File: config.mk
export PLATFORM = sky130hd
export DESIGN_NAME = sram_axi_bridge
export DESIGN_NICKNAME = d
export VERILOG_FILES = /design/src/rtl/sram_axi_bridge.sv
export SDC_FILE = /design/constraint.sdc
export NUM_CORES = 1
export LEC_CHECK = 0
export CAP_MARGIN = 10
export CORE_ASPECT_RATIO = 0.75
export CORE_MARGIN = 10
export CORE_UTILIZATION = 35
export CTS_CLUSTER_DIAMETER = 120
export DETAILED_ROUTE_END_ITERATION = 6
export GPL_TIMING_DRIVEN = 0
export PLACE_DENSITY_LB_ADDON = 0.2
export SKIP_LAST_GASP = 1
export SLEW_MARGIN = 20
export SYNTH_ARGS = -nofsm -noshare
export SYNTH_HDL_FRONTEND = slang
export SYNTH_SLANG_ARGS = --single-unit
File: constraint.sdc
create_clock -name clk -period 4.7 [get_ports clk]
set_clock_uncertainty 0.1 [all_clocks]
set_input_delay 0.94 -clock clk [delete_from_list [all_inputs] [get_ports clk]]
set_output_delay 0.94 -clock clk [all_outputs]
set_load 0.02 [all_outputs]
File: src/rtl/sram_axi_bridge.sv
// sram_axi_bridge
// ---------------------------------------------------------------------------
// Turns one SRAM-like master port (req / addr_ok / data_ok split handshake)
// into a single-ID AXI master with exactly one transaction in flight.
// Constant AXI fields (id, len, burst, lock, cache, prot, wid, wlast) are
// tied off by the instantiating top and do not appear here.
//
// Ports
//   clk, reset        clock, synchronous active-high reset
//   sram_req/wr/size/wstrb/addr/wdata   SRAM-like request (held until addr_ok)
//   sram_addr_ok      request accepted this cycle (combinational, = IDLE)
//   sram_data_ok      registered one-cycle pulse: read data valid / write done
//   sram_rdata        read data, valid while sram_data_ok is high
//   ar*, r*           AXI read address / read data channels
//   aw*, w*, b*       AXI write address / write data / write response channels
//   dbg_state_o       current FSM state (IDLE=0, RD_AR=1, RD_R=2, WR_REQ=3, WR_B=4)
//
// Handshake rule on every AXI channel: a transfer happens on a rising edge
// where valid and ready are both high; once a valid is raised, it and its
// payload stay constant until that transfer happens.
// ---------------------------------------------------------------------------
module sram_axi_bridge #(
    parameter int ADDR_W = 32,
    parameter int DATA_W = 32
) (
    input  logic                clk,
    input  logic                reset,
    // SRAM-like slave side
    input  logic                sram_req,
    input  logic                sram_wr,
    input  logic [1:0]          sram_size,
    input  logic [DATA_W/8-1:0] sram_wstrb,
    input  logic [ADDR_W-1:0]   sram_addr,
    input  logic [DATA_W-1:0]   sram_wdata,
    output logic                sram_addr_ok,
    output logic                sram_data_ok,
    output logic [DATA_W-1:0]   sram_rdata,
    // AXI read address
    output logic [ADDR_W-1:0]   araddr,
    output logic [2:0]          arsize,
    output logic                arvalid,
    input  logic                arready,
    // AXI read data
    input  logic [DATA_W-1:0]   rdata,
    input  logic                rvalid,
    output logic                rready,
    // AXI write address
    output logic [ADDR_W-1:0]   awaddr,
    output logic [2:0]          awsize,
    output logic                awvalid,
    input  logic                awready,
    // AXI write data
    output logic [DATA_W-1:0]   wdata,
    output logic [DATA_W/8-1:0] wstrb,
    output logic                wvalid,
    input  logic                wready,
    // AXI write response
    input  logic                bvalid,
    output logic                bready,
    // debug
    output logic [2:0]          dbg_state_o
);

    typedef enum logic [2:0] {
        IDLE   = 3'd0,
        RD_AR  = 3'd1,
        RD_R   = 3'd2,
        WR_REQ = 3'd3,
        WR_B   = 3'd4
    } state_e;

    state_e state_q, state_d;

    // Request latch
    logic [ADDR_W-1:0]   addr_q, addr_d;
    logic [1:0]          size_q, size_d;
    logic [DATA_W/8-1:0] strb_q, strb_d;
    logic [DATA_W-1:0]   wdata_q, wdata_d;

    // Write-side handshake progress inside WR_REQ
    logic aw_done_q, aw_done_d;
    logic w_done_q, w_done_d;

    // Registered outputs
    logic              arvalid_q, arvalid_d;
    logic              rready_q, rready_d;
    logic              awvalid_q, awvalid_d;
    logic              wvalid_q, wvalid_d;
    logic              bready_q, bready_d;
    logic              data_ok_q, data_ok_d;
    logic [DATA_W-1:0] rdata_q, rdata_d;

    logic accept;
    logic ar_fire, r_fire, aw_fire, w_fire, b_fire;
    logic aw_done_nx, w_done_nx;

    assign sram_addr_ok = (state_q == IDLE);
    assign accept       = sram_req & sram_addr_ok;

    assign ar_fire = arvalid_q & arready;
    assign r_fire  = rready_q & rvalid;
    assign aw_fire = awvalid_q & awready;
    assign w_fire  = wvalid_q & wready;
    assign b_fire  = bready_q & bvalid;

    // Progress including a handshake completing this very cycle, so AW and W
    // finishing together (or the second one finishing) leaves WR_REQ at once.
    assign aw_done_nx = aw_done_q | aw_fire;
    assign w_done_nx  = w_done_q | w_fire;

    // ------------------------------------------------------------------
    // State register (plus all datapath / output registers)
    // ------------------------------------------------------------------
    always_ff @(posedge clk) begin
        if (reset) begin
            state_q   <= IDLE;
            addr_q    <= '0;
            size_q    <= '0;
            strb_q    <= '0;
            wdata_q   <= '0;
            aw_done_q <= 1'b0;
            w_done_q  <= 1'b0;
            arvalid_q <= 1'b0;
            rready_q  <= 1'b0;
            awvalid_q <= 1'b0;
            wvalid_q  <= 1'b0;
            bready_q  <= 1'b0;
            data_ok_q <= 1'b0;
            rdata_q   <= '0;
        end else begin
            state_q   <= state_d;
            addr_q    <= addr_d;
            size_q    <= size_d;
            strb_q    <= strb_d;
            wdata_q   <= wdata_d;
            aw_done_q <= aw_done_d;
            w_done_q  <= w_done_d;
            arvalid_q <= arvalid_d;
            rready_q  <= rready_d;
            awvalid_q <= awvalid_d;
            wvalid_q  <= wvalid_d;
            bready_q  <= bready_d;
            data_ok_q <= data_ok_d;
            rdata_q   <= rdata_d;
        end
    end

    // ------------------------------------------------------------------
    // Next-state logic
    // ------------------------------------------------------------------
    always_comb begin
        state_d   = state_q;
        aw_done_d = aw_done_q;
        w_done_d  = w_done_q;
        unique case (state_q)
            IDLE: begin
                if (accept) begin
                    state_d = sram_wr ? WR_REQ : RD_AR;
                end
            end
            RD_AR: begin
                if (ar_fire) begin
                    state_d = RD_R;
                end
            end
            RD_R: begin
                if (r_fire) begin
                    state_d = IDLE;
                end
            end
            WR_REQ: begin
                aw_done_d = aw_done_nx;
                w_done_d  = w_done_nx;
                if (aw_done_nx && w_done_nx) begin
                    state_d   = WR_B;
                    aw_done_d = 1'b0;
                    w_done_d  = 1'b0;
                end
            end
            WR_B: begin
                if (b_fire) begin
                    state_d = IDLE;
                end
            end
            default: begin
                state_d = IDLE;
            end
        endcase
    end

    // ------------------------------------------------------------------
    // Output logic: valids/readies are registered copies decoded from the
    // next state, so they change exactly on the state transition edge.
    // ------------------------------------------------------------------
    always_comb begin
        addr_d  = addr_q;
        size_d  = size_q;
        strb_d  = strb_q;
        wdata_d = wdata_q;
        if (accept) begin
            addr_d  = sram_addr;
            // Size 3 is not a legal SRAM size; clamp it to a word access.
            size_d  = (sram_size == 2'd3) ? 2'd2 : sram_size;
            strb_d  = sram_wstrb;
            wdata_d = sram_wdata;
        end

        arvalid_d = (state_d == RD_AR);
        rready_d  = (state_d == RD_R);
        awvalid_d = (state_d == WR_REQ) && !aw_done_d;
        wvalid_d  = (state_d == WR_REQ) && !w_done_d;
        bready_d  = (state_d == WR_B);

        data_ok_d = r_fire | b_fire;
        rdata_d   = r_fire ? rdata : rdata_q;
    end

    assign sram_data_ok = data_ok_q;
    assign sram_rdata   = rdata_q;

    assign araddr  = addr_q;
    assign arsize  = {1'b0, size_q};
    assign arvalid = arvalid_q;
    assign rready  = rready_q;

    assign awaddr  = addr_q;
    assign awsize  = {1'b0, size_q};
    assign awvalid = awvalid_q;
    assign wdata   = wdata_q;
    assign wstrb   = strb_q;
    assign wvalid  = wvalid_q;
    assign bready  = bready_q;

    assign dbg_state_o = state_q;

endmodule

==> impl_metrics.json, run 1 <==
{
  "synth_area_leader_cell": "dfxtp_1",
  "startpoint": "dbg_state_o[1]",
  "yosysWarningCount": 0,
  "status": "complete, no violations",
  "antenna_found_initial": 0,
  "ys_seq_area_frac": 0.538,
  "layout.cells.most_common": "clkdlybuf4s50_1",
  "pwr_density_cell_mw_per_mm2": 391,
  "p_leak_nw": 2.83,
  "wirelength_um": 16200,
  "htree_levels": 4,
  "cts_resized": 0,
  "clk_latency_ns": 0.40,
  "grt-ovfl-total": 0,
  "ir_drop_mv": 0.232,
  "drt-wirelength-per-cell_um": 16.6,
  "hold_path.class": "reg -> reg",
  "cp.arrival_ns": 1.82,
  "vias_per_cell": 4.60,
  "instances_no_fill": 978,
  "syn2layout_area_growth_pct": 80.5,
  "place_inst": 949,
  "final-hold-violation-count": 0,
  "crit_path_max_incr_delay_ns": 0.70,
  "synthCells": 530,
  "mappedNetlistArea_mm2": 0.00420,
  "nFillCells": 984,
  "internal_power_mw": 2.22,
  "swShare": 0.250,
  "power_mw": 2.96,
  "maxCapViolCount": 0,
  "post-route-util": 0.650,
  "cts_buffers": 17,
  "worst_slew_pin_slew_ns": 0.664,
  "cts_root_buf": "clkbuf_16",
  "diodes": 0,
  "clock.fmax_mhz": 350,
  "cts_setup_buffers": 0,
  "comb_power_share": 0.200,
  "cpMaxStageDelayCell": "clkdlybuf4s50_1",
  "vias": 4499,
  "synth-seq-cells": 113,
  "ant_nets": 0,
  "power_switching_mw": 0.740,
  "seq_area_mm2": 0.00226,
  "cts_sinks": 113,
  "sequentialPowerShare": 0.357,
  "ios": 259,
  "hpwl_um": 12800,
  "drt_drc_violations_left": 0,
  "fin_crit_sh": 0.608,
  "setup-tns-final_ns": 0,
  "grt_use_total": 0.185,
  "core_mm2": 0.0117,
  "die_area_mm2": 0.0168,
  "synth_cell_types": 26,
  "clkPwrFrac": 0.443,
  "fp.dieH_um": 115,
  "path_max_fanout": 8,
  "routabilityCongestion": 0.788,
  "yosysTopAreaCellShare": 0.538,
  "first_global_vias": 4462,
  "period_minus_slack_ns": 2.86,
  "final_cell_mix": "clkdlybuf4s50_1 (256), nand2_1 (206), dfxtp_1 (113)",
  "cts_hold_buffers": 0,
  "syn_avg_cell_area_um2": 7.93,
  "cp.required_ns": 3.66,
  "grt_setup_unrepaired": "no",
  "setup_viol": 0,
  "finalNetCount": 917,
  "grt_first_pass_wirelength_um": 24700,
  "fp.dieW_um": 147,
  "cp-start-kind": "register",
  "grt_max_degree": 17,
  "cts_max_path_buffers": 2,
  "min_from": "wdata[29]",
  "netlist_top_cells_area": "dfxtp_1 (54%), nand2_1 (18%), a21oi_1 (13%)",
  "drt_iter0_markers": 141,
  "rows": 34,
  "drive_above_1_share": 0.0833,
  "multi_input_area_mm2": 0.00153,
  "worstSetupEndpointType": "output pin",
  "slew_violations": 0,
  "crit_chain": "clkbuf_1, nor3_1, clkdlybuf4s50_1",
  "start_util": 0.360,
  "io_buffers": 256,
  "first_pass_iters": 4,
  "r2r-start": "dbg_state_o[1]",
  "clk_pin_slew_ns": 0.05,
  "relSlewSlack": 0.556,
  "path_class": "reg -> out",
  "cts_tree": "yes"
}
[stage by stage]
stage          worst slack [ns]  hold slack [ns]  cell area [um2]
5_1_grt                    1.74            0.371             7580
4_1_cts                    1.81            0.352             7580
6_report                   1.84            0.353             7580
3_3_place_gp               1.63            0.341             6970
2_1_floorplan              2.62            0.373             4210
3_5_place_dp               1.60            0.345             6970
[flip-flops by register name, summed over array words and instances (netlist names)]
| name | flops |
|---|---|
| bready | 1 |
| dbg_state_o | 3 |
| wstrb | 4 |
| arvalid | 1 |
| aw_done_q | 1 |
| sram_data_ok | 1 |
| wvalid | 1 |
| w_done_q | 1 |
| rready | 1 |
| araddr | 32 |
| size_q | 2 |
| wdata | 32 |
| awvalid | 1 |
| sram_rdata | 32 |
[worst max-delay path, delay by kind of cell (launching register included)]
kind / cells / cell delay (ns)
buffers and inverters: 2 / 0.89
flip-flops: 1 / 0.31
AND/OR/NAND/NOR: 1 / 0.21
[power groups by stage]
stage	sequential [mW]	clock, mW	combinational (mW)
floorplan	1.15	0	0.206
global placement	1.07	0	0.588
detailed placement	1.08	0	0.597
CTS	1.06	1.33	0.600
global route	1.07	1.38	0.637
finish	1.06	1.31	0.593
[metal layers]
layer	track usage	vias up	wire (um)
met3	0.0856	17	1610
met1	0.205	2061	6650
met4	0.0639	0	208
li1	-	2229	-
met2	0.309	192	7730
met5	0	-	0
[final timing paths]
kind                  end  slack, ns  depth (start not counted)
max          sram_addr_ok       1.84                          3
min             wdata[29]       0.35                          2
max reg2reg      wdata[1]       2.68                          5
min reg2reg     wdata[29]       0.35                          2
[area by class of cell]
type | instances | area share
tap | 162 | 0.0267
multi-input combinational | 344 | 0.201
timing repair buffer | 256 | 0.338
clock buffer | 24 | 0.0675
inverter | 2 | 0.000990
clock inverter | 5 | 0.0132
sequential | 113 | 0.298
buffer | 72 | 0.0538
[Yosys cell counts (all sizes together)]
cell,number
inv,2
nand4,1
and3b,2
nor4b,1
nor2,7
o41a,1
nand3,1
nor3b,2
o21bai,2
a32oi,1
or4b,1
o22ai,1
nor3,4
clkbuf,34
a21oi,105
a31oi,2
nand3b,2
nand2,206
mux2i,1
and3,1
and2,1
dfxtp,113
buf,38
conb,1
[logic make-up after synthesis]
| family | share of synthesized area |
|---|---|
| buffers and inverters | 0.0989 |
| and+or+nand+nor | 0.220 |
| AOI/OAI and AO/OA | 0.139 |
| other | 0.000893 |
| muxes | 0.00238 |
| DFF | 0.538 |
Note: power is estimated with default switching activity, not from simulation.
==> run 2: changes to the inputs <==
--- a/config.mk
+++ b/config.mk
@@ -8,7 +8,7 @@
 export CAP_MARGIN = 10
 export CORE_ASPECT_RATIO = 0.75
 export CORE_MARGIN = 10
-export CORE_UTILIZATION = 35
+export CORE_UTILIZATION = 33
 export CTS_CLUSTER_DIAMETER = 120
 export DETAILED_ROUTE_END_ITERATION = 6
 export GPL_TIMING_DRIVEN = 0
==> constraint.sdc (replaced) <==
create_clock -name clk -period 2.5 [get_ports clk]
set_clock_uncertainty 0.1 [all_clocks]
set_input_delay 0.5 -clock clk [delete_from_list [all_inputs] [get_ports clk]]
set_output_delay 0.5 -clock clk [all_outputs]
set_load 0.02 [all_outputs]
==> impl_metrics.json, run 2 (synthesis results as in run 1) <==
{
  "drt_drc_violations_left": 0,
  "relSlewSlack": 0.545,
  "die_area_mm2": 0.0177,
  "fp.dieW_um": 150,
  "htree_levels": 4,
  "vias": 4410,
  "final_area_mm2": 0.00763,
  "crit_chain": "clkbuf_1, nor3_1, clkdlybuf4s50_1",
  "cp-endpoint": "sram_addr_ok",
  "core_mm2": 0.0123,
  "period_minus_slack_ns": 2.38,
  "maxCapViolCount": 0,
  "syn2layout_area_growth_pct": 81.6,
  "power_mw": 5.75,
  "finalNetCount": 917,
  "cts_setup_buffers": 0,
  "antenna_found_initial": 0,
  "first_global_vias": 4402,
  "grt_max_degree": 17,
  "setup-tns-final_ns": 0,
  "post-route-util": 0.618,
  "first_pass_iters": 4,
  "pwr_density_cell_mw_per_mm2": 753,
  "path_max_fanout": 8,
  "ff2ff_setup_slack_ns": 0.47,
  "worstSetupEndpointType": "output pin",
  "drt_iter0_markers": 218,
  "fin_crit_sh": 0.950,
  "start_util": 0.340,
  "cts_sinks": 113,
  "rows": 35,
  "layout.cells.most_common": "clkdlybuf4s50_1",
  "cts_hold_buffers": 0,
  "grt_setup_unrepaired": "no",
  "place_area_mm2": 0.00698,
  "path_class": "reg -> out",
  "ios": 259,
  "r2r-start": "dbg_state_o[1]",
  "regToRegEndpoint": "size_q[0]",
  "ant_nets": 0,
  "clock.fmax_mhz": 421,
  "cpMaxStageDelayCell": "clkdlybuf4s50_1",
  "cp-start-kind": "register",
  "vias_per_cell": 4.48,
  "cts_resized": 0,
  "dp_slack_ns": -0.216,
  "grt_first_pass_wirelength_um": 24300,
  "grt_use_total": 0.176,
  "ir_drop_mv": 0.483,
  "drt-wirelength-per-cell_um": 16.4,
  "hold_path.class": "reg -> reg",
  "finalWorstSetupSlack_ns": 0.124,
  "cts_buffers": 17,
  "cp.required_ns": 1.90,
  "clk_pin_slew_ns": 0.05,
  "cp.arrival_ns": 1.78,
  "diodes": 0,
  "cts_root_buf": "clkbuf_16",
  "cts_tree": "yes",
  "worst_slew_pin_slew_ns": 0.680,
  "final-hold-violation-count": 0,
  "final_cell_mix": "clkdlybuf4s50_1 (256), nand2_1 (206), dfxtp_1 (113)",
  "slew_violations": 0,
  "grt-ovfl-total": 0,
  "wirelength_um": 16200,
  "cts_max_path_buffers": 2,
  "instances_no_fill": 985,
  "drive_above_1_share": 0.0867,
  "startpoint": "dbg_state_o[1]",
  "place_inst": 953,
  "setup_viol": 0,
  "io_buffers": 256,
  "crit_path_max_incr_delay_ns": 0.68,
  "routabilityCongestion": 0.805,
  "status": "complete, no violations",
  "clk_latency_ns": 0.40,
  "holdWs_ns": 0.351,
  "p_leak_nw": 2.83,
  "r2r_cells": 5,
  "hpwl_um": 13000,
  "fp.dieH_um": 118
}
-- run 2: changes by cell type in the layout (fill, tap and decap cells not counted), sizes merged --
cell	before	now
bufinv	3	5
clkinvlp	0	5
clkbuf	58	53
clkinv	2	3
-- run 2: cell type report --
| cell class | instances | area (um2) |
|---|---|---|
| plain buffers | 72 | 408 |
| clock buffers | 19 | 443 |
| clock inverters | 13 | 210 |
| fillers | 1075 | 4720 |
| inverters | 2 | 7.51 |
| multi-input cells | 344 | 1530 |
| flip-flops and latches | 113 | 2260 |
| well taps | 166 | 208 |
| repair buffers | 256 | 2560 |
-- run 2: layer usage --
metal  GRT usage  vias up  part of all wire
met3      0.0776       12              0.10
li1            -     2224                 -
met2       0.304      163              0.49
met5           0        -                 0
met1       0.189     2011              0.40
met4      0.0473        0             0.010
-- run 2: worst min-delay path by stage --
stage / startpoint / end / slack (ns) / depth (start not counted)
2_1_floorplan: w_done_q / w_done_q / 0.37 / 2
3_3_place_gp: sram_rdata[20] / sram_rdata[20] / 0.34 / 2
3_5_place_dp: sram_rdata[28] / sram_rdata[28] / 0.35 / 2
4_1_cts: sram_rdata[28] / sram_rdata[28] / 0.35 / 2
5_1_grt: wdata[26] / wdata[26] / 0.37 / 2
6_report: sram_rdata[28] / sram_rdata[28] / 0.35 / 2
-- run 2: worst max-delay path, delay by kind of cell, from the launching register on --
family / cells / cell delay, ns
AND/OR/NAND/NOR: 1 / 0.19
flip-flops: 1 / 0.31
buffers and inverters: 2 / 0.88
-- run 2: report_power, final --
group          internal, mW  switching, mW  total, mW
combinational         0.556          0.554       1.11
clock                  1.79          0.855       2.65
sequential             1.92         0.0700       1.99
total                  4.27           1.48       5.75
==> run 3: changes to the inputs <==
--- a/config.mk
+++ b/config.mk
@@ -8,7 +8,7 @@
 export CAP_MARGIN = 10
 export CORE_ASPECT_RATIO = 0.75
 export CORE_MARGIN = 10
-export CORE_UTILIZATION = 33
+export CORE_UTILIZATION = 35
 export CTS_CLUSTER_DIAMETER = 120
 export DETAILED_ROUTE_END_ITERATION = 6
 export GPL_TIMING_DRIVEN = 0
==> constraint.sdc (replaced) <==
create_clock -name clk -period 2.7 [get_ports clk]
set_clock_uncertainty 0.1 [all_clocks]
set_input_delay 0.54 -clock clk [delete_from_list [all_inputs] [get_ports clk]]
set_output_delay 0.54 -clock clk [all_outputs]
set_load 0.02 [all_outputs]
==> results of run 3 <==
Same layout as run 1 (identical final DEF). Status: complete, no violations.
Main changes from that run: setup slack after placement 1.60 ns -> -0.000411 ns; setup slack after layout 1.84 ns -> 0.245 ns; register-to-register setup slack 2.68 ns -> 0.68 ns; total power 2.96 mW -> 5.16 mW; worst IR drop on VDD 0.232 mV -> 0.404 mV
